File: src/rtl/fetch_pkg.sv
// Shared types and constants for the instruction fetch unit.
package fetch_pkg;

  localparam int unsigned XLEN       = 32;
  localparam int unsigned INSN_BYTES = 4;
  // Clears the byte-offset bits of a PC to form a word-aligned fetch address
  localparam logic [XLEN-1:0] ALIGN_MASK = ~(XLEN'(INSN_BYTES - 1));

  typedef enum logic [1:0] {
    S_REQ   = 2'd0,
    S_WAIT  = 2'd1,
    S_HOLD  = 2'd2,
    S_FAULT = 2'd3
  } fetch_state_t;

endpackage

File: src/rtl/instr_fetch_unit_if.sv
// Fetch-side bus: imem request/response, decode handoff and redirect input.
// master = fetch unit, slave = the memory/decode/branch side.
interface instr_fetch_unit_if #(parameter int unsigned XLEN = 32);

  logic            imem_req_valid;
  logic            imem_req_ready;
  logic [XLEN-1:0] imem_req_addr;
  logic            imem_resp_valid;
  logic [XLEN-1:0] imem_resp_data;
  logic            ins_valid;
  logic            ins_ready;
  logic [XLEN-1:0] ins;
  logic            redirect_valid;
  logic [XLEN-1:0] redirect_target;

  modport master (
    output imem_req_valid, imem_req_addr, ins_valid, ins,
    input  imem_req_ready, imem_resp_valid, imem_resp_data, ins_ready,
           redirect_valid, redirect_target
  );

  modport slave (
    input  imem_req_valid, imem_req_addr, ins_valid, ins,
    output imem_req_ready, imem_resp_valid, imem_resp_data, ins_ready,
           redirect_valid, redirect_target
  );

endinterface

File: src/rtl/fetch_timeout_timer.sv
// Counts response-wait cycles; o_expired flags the last allowed wait cycle
// so the owner can leave the wait state on that same edge.
module fetch_timeout_timer #(
  parameter int unsigned CYCLES = 64
) (
  input  logic clk,
  input  logic reset,
  input  logic i_start,
  input  logic i_tick,
  output logic o_expired
);

  localparam int unsigned W = $clog2(CYCLES + 1);

  logic [W-1:0] r_count;

  // restart on every new request, otherwise count waiting cycles
  always_ff @(posedge clk) begin
    if (reset || i_start) r_count <= '0;
    else if (i_tick)      r_count <= r_count + W'(1);
  end

  assign o_expired = i_tick && (r_count == W'(CYCLES - 1));

endmodule

File: src/rtl/instr_fetch_unit.sv
// Instruction fetch unit: requests the word at pc_in, holds it for decode and
// strobes the PC register with the sequential or redirected next PC.
// Optional response timeout: define FETCH_TIMEOUT_EN.
module instr_fetch_unit
  import fetch_pkg::*;
#(
  parameter int unsigned TIMEOUT_CYCLES = 64
)
(
  input  logic             clk,
  input  logic             reset,
  input  logic [XLEN-1:0]  pc_in,
  output logic [XLEN-1:0]  next_pc,
  output logic             update_pc,
  output logic             fetch_fault,
  instr_fetch_unit_if.master bus
);

  fetch_state_t    r_state;
  logic [XLEN-1:0] r_ins;
  logic            r_discard;
  logic            r_fault;

  logic            w_req_valid;
  logic            w_ins_valid;
  logic            w_update;
  logic [XLEN-1:0] w_next_pc;
  logic            w_req_fire;
  logic            w_wait_tick;
  logic            w_expired;

  // handshake strobes and PC update; a redirect suppresses both handshakes
  // and wins over the sequential increment in its own cycle
  always_comb begin
    w_req_valid = 1'b0;
    w_ins_valid = 1'b0;
    w_update    = 1'b0;
    w_next_pc   = '0;
    if (!reset) begin
      if (r_state == S_REQ)  w_req_valid = !bus.redirect_valid;
      if (r_state == S_HOLD) w_ins_valid = !bus.redirect_valid;
      if (bus.redirect_valid) begin
        w_update  = 1'b1;
        w_next_pc = bus.redirect_target;
      end else if (w_ins_valid && bus.ins_ready) begin
        w_update  = 1'b1;
        w_next_pc = pc_in + XLEN'(INSN_BYTES);
      end
    end
  end

  assign w_req_fire  = w_req_valid && bus.imem_req_ready;
  assign w_wait_tick = (r_state == S_WAIT) && !bus.imem_resp_valid;

  assign bus.imem_req_valid = w_req_valid;
  assign bus.imem_req_addr  = reset ? '0 : (pc_in & ALIGN_MASK);
  assign bus.ins_valid      = w_ins_valid;
  assign bus.ins            = reset ? '0 : r_ins;
  assign next_pc            = w_next_pc;
  assign update_pc          = w_update;
  assign fetch_fault        = r_fault && !reset;

`ifdef FETCH_TIMEOUT_EN
  fetch_timeout_timer #(.CYCLES(TIMEOUT_CYCLES)) u_timer (
    .clk       (clk),
    .reset     (reset),
    .i_start   (w_req_fire),
    .i_tick    (w_wait_tick),
    .o_expired (w_expired)
  );
`else
  // without the timer S_WAIT waits for a response indefinitely
  assign w_expired = 1'b0;
`endif

  // fetch FSM: request -> wait for response -> hold for decode
  always_ff @(posedge clk) begin
    if (reset) begin
      r_state   <= S_REQ;
      r_ins     <= '0;
      r_discard <= 1'b0;
      r_fault   <= 1'b0;
    end else begin
      case (r_state)
        S_REQ: begin
          if (w_req_fire) r_state <= S_WAIT;
        end
        S_WAIT: begin
          if (bus.imem_resp_valid) begin
            // the response answers a stale PC if a redirect came in meanwhile
            r_discard <= 1'b0;
            if (r_discard || bus.redirect_valid) begin
              r_state <= S_REQ;
            end else begin
              r_ins   <= bus.imem_resp_data;
              r_state <= S_HOLD;
            end
          end else if (bus.redirect_valid) begin
            r_discard <= 1'b1;
          end else if (w_expired) begin
            r_discard <= 1'b0;
            r_fault   <= 1'b1;
            r_state   <= S_FAULT;
          end
        end
        S_HOLD: begin
          if (bus.redirect_valid || (w_ins_valid && bus.ins_ready)) r_state <= S_REQ;
        end
        S_FAULT: begin
          if (bus.redirect_valid) begin
            r_fault <= 1'b0;
            r_state <= S_REQ;
          end
        end
      endcase
    end
  end

endmodule

File: src/flat_wrapper.sv
// flat-port wrapper written by rule: the top's interface ports become plain ports
module instr_fetch_unit_flat import fetch_pkg::*;
#(
  parameter int unsigned TIMEOUT_CYCLES = 64
)
  (clk, reset, pc_in, next_pc, update_pc, fetch_fault, bus_imem_req_valid, bus_imem_req_addr, bus_ins_valid, bus_ins, bus_imem_req_ready, bus_imem_resp_valid, bus_imem_resp_data, bus_ins_ready, bus_redirect_valid, bus_redirect_target);
  instr_fetch_unit_if bus_i ();
  input  logic clk;
  input  logic reset;
  input  logic [XLEN-1:0] pc_in;
  output logic [XLEN-1:0] next_pc;
  output logic update_pc;
  output logic fetch_fault;
  output wire logic [$bits(bus_i.imem_req_valid)-1:0] bus_imem_req_valid;
  output wire logic [$bits(bus_i.imem_req_addr)-1:0] bus_imem_req_addr;
  output wire logic [$bits(bus_i.ins_valid)-1:0] bus_ins_valid;
  output wire logic [$bits(bus_i.ins)-1:0] bus_ins;
  input wire logic [$bits(bus_i.imem_req_ready)-1:0] bus_imem_req_ready;
  input wire logic [$bits(bus_i.imem_resp_valid)-1:0] bus_imem_resp_valid;
  input wire logic [$bits(bus_i.imem_resp_data)-1:0] bus_imem_resp_data;
  input wire logic [$bits(bus_i.ins_ready)-1:0] bus_ins_ready;
  input wire logic [$bits(bus_i.redirect_valid)-1:0] bus_redirect_valid;
  input wire logic [$bits(bus_i.redirect_target)-1:0] bus_redirect_target;
  assign bus_imem_req_valid = bus_i.imem_req_valid;
  assign bus_imem_req_addr = bus_i.imem_req_addr;
  assign bus_ins_valid = bus_i.ins_valid;
  assign bus_ins = bus_i.ins;
  assign bus_i.imem_req_ready = bus_imem_req_ready;
  assign bus_i.imem_resp_valid = bus_imem_resp_valid;
  assign bus_i.imem_resp_data = bus_imem_resp_data;
  assign bus_i.ins_ready = bus_ins_ready;
  assign bus_i.redirect_valid = bus_redirect_valid;
  assign bus_i.redirect_target = bus_redirect_target;
  instr_fetch_unit #(.TIMEOUT_CYCLES(TIMEOUT_CYCLES)) u_core (.clk(clk), .reset(reset), .pc_in(pc_in), .next_pc(next_pc), .update_pc(update_pc), .fetch_fault(fetch_fault), .bus(bus_i));
endmodule
File: config.mk
export PLATFORM = sky130hd
export DESIGN_NAME = instr_fetch_unit_flat
export DESIGN_NICKNAME = d
export VERILOG_FILES = /design/src/rtl/fetch_pkg.sv /design/src/rtl/instr_fetch_unit_if.sv /design/src/rtl/fetch_timeout_timer.sv /design/src/rtl/instr_fetch_unit.sv /design/src/flat_wrapper.sv
export SDC_FILE = /design/constraint.sdc
export NUM_CORES = 1
export LEC_CHECK = 0
export CAP_MARGIN = 0
export CORE_MARGIN = 2
export CORE_UTILIZATION = 32
export CTS_CLUSTER_DIAMETER = 200
export DETAILED_ROUTE_END_ITERATION = 8
export GPL_TIMING_DRIVEN = 0
export PLACE_DENSITY = 0.75
export REMOVE_ABC_BUFFERS = 1
export SKIP_CTS_REPAIR_TIMING = 1
export SLEW_MARGIN = 20
export SYNTH_ARGS = -nofsm -noshare
export SYNTH_HDL_FRONTEND = slang
export SYNTH_SLANG_ARGS = --single-unit
File: constraint.sdc
create_clock -name clk -period 3.1 [get_ports clk]
set_input_delay 0.775 -clock clk [delete_from_list [all_inputs] [get_ports clk]]
set_output_delay 0.775 -clock clk [all_outputs]
set_load 0.05 [all_outputs]
==> impl_table.tex <==
\begin{tabular}{lr}
\hline
Metric & Value \\
\hline
\multicolumn{2}{l}{\textbf{Outcome}} \\
Status & complete, but fails checks \\
Violated checks & setup timing \\
\multicolumn{2}{l}{\textbf{STA}} \\
Remaining max-slew budget at the tightest pin & 0.3135 \\
Highest clock rate & 307.9 MHz \\
Fraction of the cycle the final worst path needs & 1.048 \\
Setup TNS & -441.2 ps \\
Transition time at the pin with the least slew margin & 1030 ps \\
Hold violation total from the final report & 0 \\
Setup clock skew after layout & 7.148 ps \\
Final-report setup violation count & 6 \\
Unrepaired setup endpoints after global routing & true \\
Least setup slack across all paths after layout & -148.3 ps \\
Fin. max-slew vios & 0 \\
Post-layout minimum cycle time & 3248 ps \\
\multicolumn{2}{l}{\textbf{Clocking}} \\
Number of CTS-inserted buffers & 5 \\
Clock tree sinks & 35 \\
Total number of H-tree levels & 2 \\
Post-CTS clock slew at the launch and capture registers of the worst setup and hold paths & 60 ps \\
Root buffer cell & sky130\_fd\_sc\_hd\_\_clkbuf\_8 \\
Buffers from clock root to sink, at most & 2 \\
Clock latency at the later pin of the worst-skew pair & 290 ps \\
TritonCTS clock tree & yes \\
\multicolumn{2}{l}{\textbf{GRT}} \\
Number of global-route vias before repair & between 3k and 4k \\
Met3 global-route usage & 0.08304 \\
Final global-route overflow total & 0 \\
Global routing met2 resource utilization & 0.3599 \\
Total global-route track usage & 0.2083 \\
Wire length of the first global-routing pass & 17110 µm \\
Met1 capacity usage during global routing & 0.2451 \\
Maximum number of pins on one net before global-route repair & between 60 and 70 \\
Global route hottest layer & met2 \\
Number of antenna violations at the first check in global routing & 0 \\
\multicolumn{2}{l}{\textbf{Critical path}} \\
Reg2Reg Launch Point & u\_core.r\_state[1]\$\_SDFFE\_PP0P\_ \\
CP Data Arrival Time & between 2000 and 2500 ps \\
CP required & 2320 ps \\
CP Cell Sequence & buf\_8 -> ha\_4 -> nand4\_1 -> or3\_4 -> o311a\_1 -> a221o\_1 -> buf\_6 \\
Crit path capture type & output port \\
Top Family by Delay on Critical Path & simple AND/OR/NAND/NOR gates \\
Longest individual stage delay on the worst path & 510 ps \\
Worst flop-to-flop path endpoint & u\_core.r\_ins[26]\$\_SDFFE\_PP0P\_ \\
Crit start category & primary input \\
Count of buffering cells on the critical path with inverters included & 2 \\
Cell at the slowest stage of the critical path & sky130\_fd\_sc\_hd\_\_or3\_4 \\
CP Class & primary input to output port \\
Path depth of the worst reg2reg path & 4 \\
Register-to-Register Setup Slack & 1170 ps \\
Biggest fanout along the worst timing path & 6 \\
\multicolumn{2}{l}{\textbf{Synth}} \\
Area contributors post-synth & sky130\_fd\_sc\_hd\_\_dfxtp\_1 25\%, sky130\_fd\_sc\_hd\_\_nor2b\_1 13\%, sky130\_fd\_sc\_hd\_\_nand2\_1 12\% \\
Sequential share of the synthesized area & 0.2472 \\
Largest area contributor in the netlist & sky130\_fd\_sc\_hd\_\_dfxtp\_1 \\
Per-instance average area after synthesis & 6.637 µm² \\
Most frequent cells after synthesis & 92 x sky130\_fd\_sc\_hd\_\_nand2\_1, 58 x sky130\_fd\_sc\_hd\_\_nor2b\_1, 37 x sky130\_fd\_sc\_hd\_\_a21oi\_1 \\
Number of enable-type register cells in the synthesized netlist & 0 \\
Post-synthesis instance total & 427 \\
Synth cell types & 46 \\
Post-synth design cell area & 2834 µm² \\
Number of synthesized register bits & 35 \\
Top-count cell post-synth & sky130\_fd\_sc\_hd\_\_nand2\_1 \\
Proportion of synthesized flip-flops having asynchronous set or reset & 0 \\
Fraction of post-synthesis cell area in the top cell type by area & 0.2472 \\
Yosys warnings & 0 \\
Flip-flop cell with the highest count after synthesis & sky130\_fd\_sc\_hd\_\_dfxtp\_1 \\
\multicolumn{2}{l}{\textbf{Min path}} \\
Path type of the worst min-delay path & register to register \\
Endpoint, Worst Hold & u\_core.r\_ins[31]\$\_SDFFE\_PP0P\_ \\
Hold Path Cell Cnt & 2 \\
Start point of the worst min-delay path & u\_core.r\_ins[31]\$\_SDFFE\_PP0P\_ \\
\multicolumn{2}{l}{\textbf{Routing}} \\
Number of vias per cell after detailed routing & 5.175 \\
Vias after detailed routing & between 3k and 4k \\
WL final & 11370 µm \\
Remaining antenna violation count & 0 \\
Post-route DRC violation count & 0 \\
Routed length per instance & 15.19 µm \\
Number of optimization iterations in the first detailed-route pass & 4 \\
Violation count after the first detailed-route iteration & 167 \\
\multicolumn{2}{l}{\textbf{Pwr}} \\
Clock share of power & 0.236 \\
Part of the total power dissipated in combinational logic & 0.419 \\
Internal power contribution & 0.8576 mW \\
Sw frac & 0.3608 \\
Power density over cell area & between 200 and 250 nW/µm² \\
Net switching power of the design & about 0.48 mW \\
Peak VDD IR & 0.3630 mV \\
Static leakage power & 2.788 nW \\
Power share of the sequential group & 0.345 \\
\multicolumn{2}{l}{\textbf{Placement}} \\
Number of input and output port buffers inserted & 198 \\
Placed Area & about 5000 µm² \\
Gp weighted congestion & 0.7727 \\
Sum of net half-perimeters after detailed placement & approximately 8000 µm \\
\multicolumn{2}{l}{\textbf{Layout}} \\
Storage cell area & 700.7 µm² \\
Footprint of the multi-input gates & 2211 µm² \\
Final Cell Area & 5579 µm² \\
Synth-to-layout area growth & 96.87\% \\
Number of nets in the layout & 743 \\
Share of post-route cells with drive strength above 1 & 0.1997 \\
Total inserted antenna cells & 0 \\
Number of fill cells in the layout & 738 \\
\multicolumn{2}{l}{\textbf{Floorplanning}} \\
Die boundary width & around 98 µm \\
Number of standard-cell rows in the floorplan & 34 \\
I/O pin total & $\sim$200 \\
Initial standard-cell utilization of the core & 0.3282 \\
Die footprint & about 9600 µm² \\
Area of the core & 8636 µm² \\
Die height & 98.11 µm \\
\multicolumn{2}{l}{\textbf{Flow run}} \\
Max-cap viol count & 0 \\
\hline
\end{tabular}
## layout make-up
type,count,share of cell area
clock buffers,7,0.01368
clock inverters,1,0.0008971
inverters,6,0.004037
multi-input cells,352,0.3963
flip-flops and latches,35,0.1256
well taps,108,0.02422
repair buffers,240,0.4353
## sequential cells by signal, summed over array words and instances, names as in the netlist
signal and flops:
u_core.r_discard 1, u_core.r_state 2, u_core.r_ins 32
## logic make-up (layout without fill, tap and decap cells)
group	count (synthesis)	after routing	share of synthesized area
buf+inv	43	254	0.06401
simple gates	253	254	0.4614
other cells	1	3	0.001323
compound gates	85	85	0.1938
fa+ha+maj	1	1	0.004414
flops	35	35	0.2472
xor+xnor	9	9	0.02782
## worst max-delay path by stage
| stage | startpoint | endpoint | cells after the start |
|---|---|---|---|
| 2_1_floorplan | bus_ins_ready | next_pc[11] | 3 |
| 3_3_place_gp | reset | next_pc[22] | 5 |
| 3_5_place_dp | bus_redirect_valid | next_pc[15] | 6 |
| 4_1_cts | bus_redirect_valid | next_pc[15] | 6 |
| 5_1_grt | pc_in[3] | next_pc[22] | 7 |
| 6_report | pc_in[3] | next_pc[22] | 7 |
## power by group through the flow
stage,logic [mW],registers (mW),clock network [mW]
floorplan,0.247,0.471,0
global placement,0.521,0.472,0
detailed placement,0.531,0.473,0
CTS,0.533,0.463,0.324
global route,0.594,0.464,0.341
finish,0.562,0.463,0.317
## worst reg2reg max path, delay by kind of cell (launching register included)
kind | cells | cell delay [ps]
simple gates | 3 | 1140
flops | 1 | 530
compound gates | 1 | 180
## routing by layer
layer,vias to the layer above,routed length (µm)
met5,-,0
met4,0,142
met3,12,1278
met2,175,5742
met1,1766,4210
li1,1923,-
## placed cells by master (no fill, tap or decap), drive strengths merged, types with 12 or more instances in the layout
cell,instances
a21oi,37
nand2,92
nor2b,58
nand4,13
nand3,23
nor2,26
clkbuf,21
o211ai,12
clkdlybuf4s50,103
dlymetal6s2s,50
buf,73
dfxtp,35
nor3,13
## metrics by stage
stage / utilization / setup slack, ps / hold slack [ps] / total power [mW] / instances
floorplan: - / -887.3 / 425.7 / 0.7186 / 392
global placement: 0.5558 / -4829 / 436.8 / 0.9933 / 698
detailed placement: 0.5672 / -2070 / 442.0 / 1.004 / 704
CTS: 0.5766 / -2092 / 451.3 / 1.320 / 712
global route: 0.6460 / -195.2 / 466.2 / 1.399 / 749
finish: 0.6460 / -148.3 / 449.1 / 1.342 / 749
No activity file was read; power rests on OpenSTA's default activity.
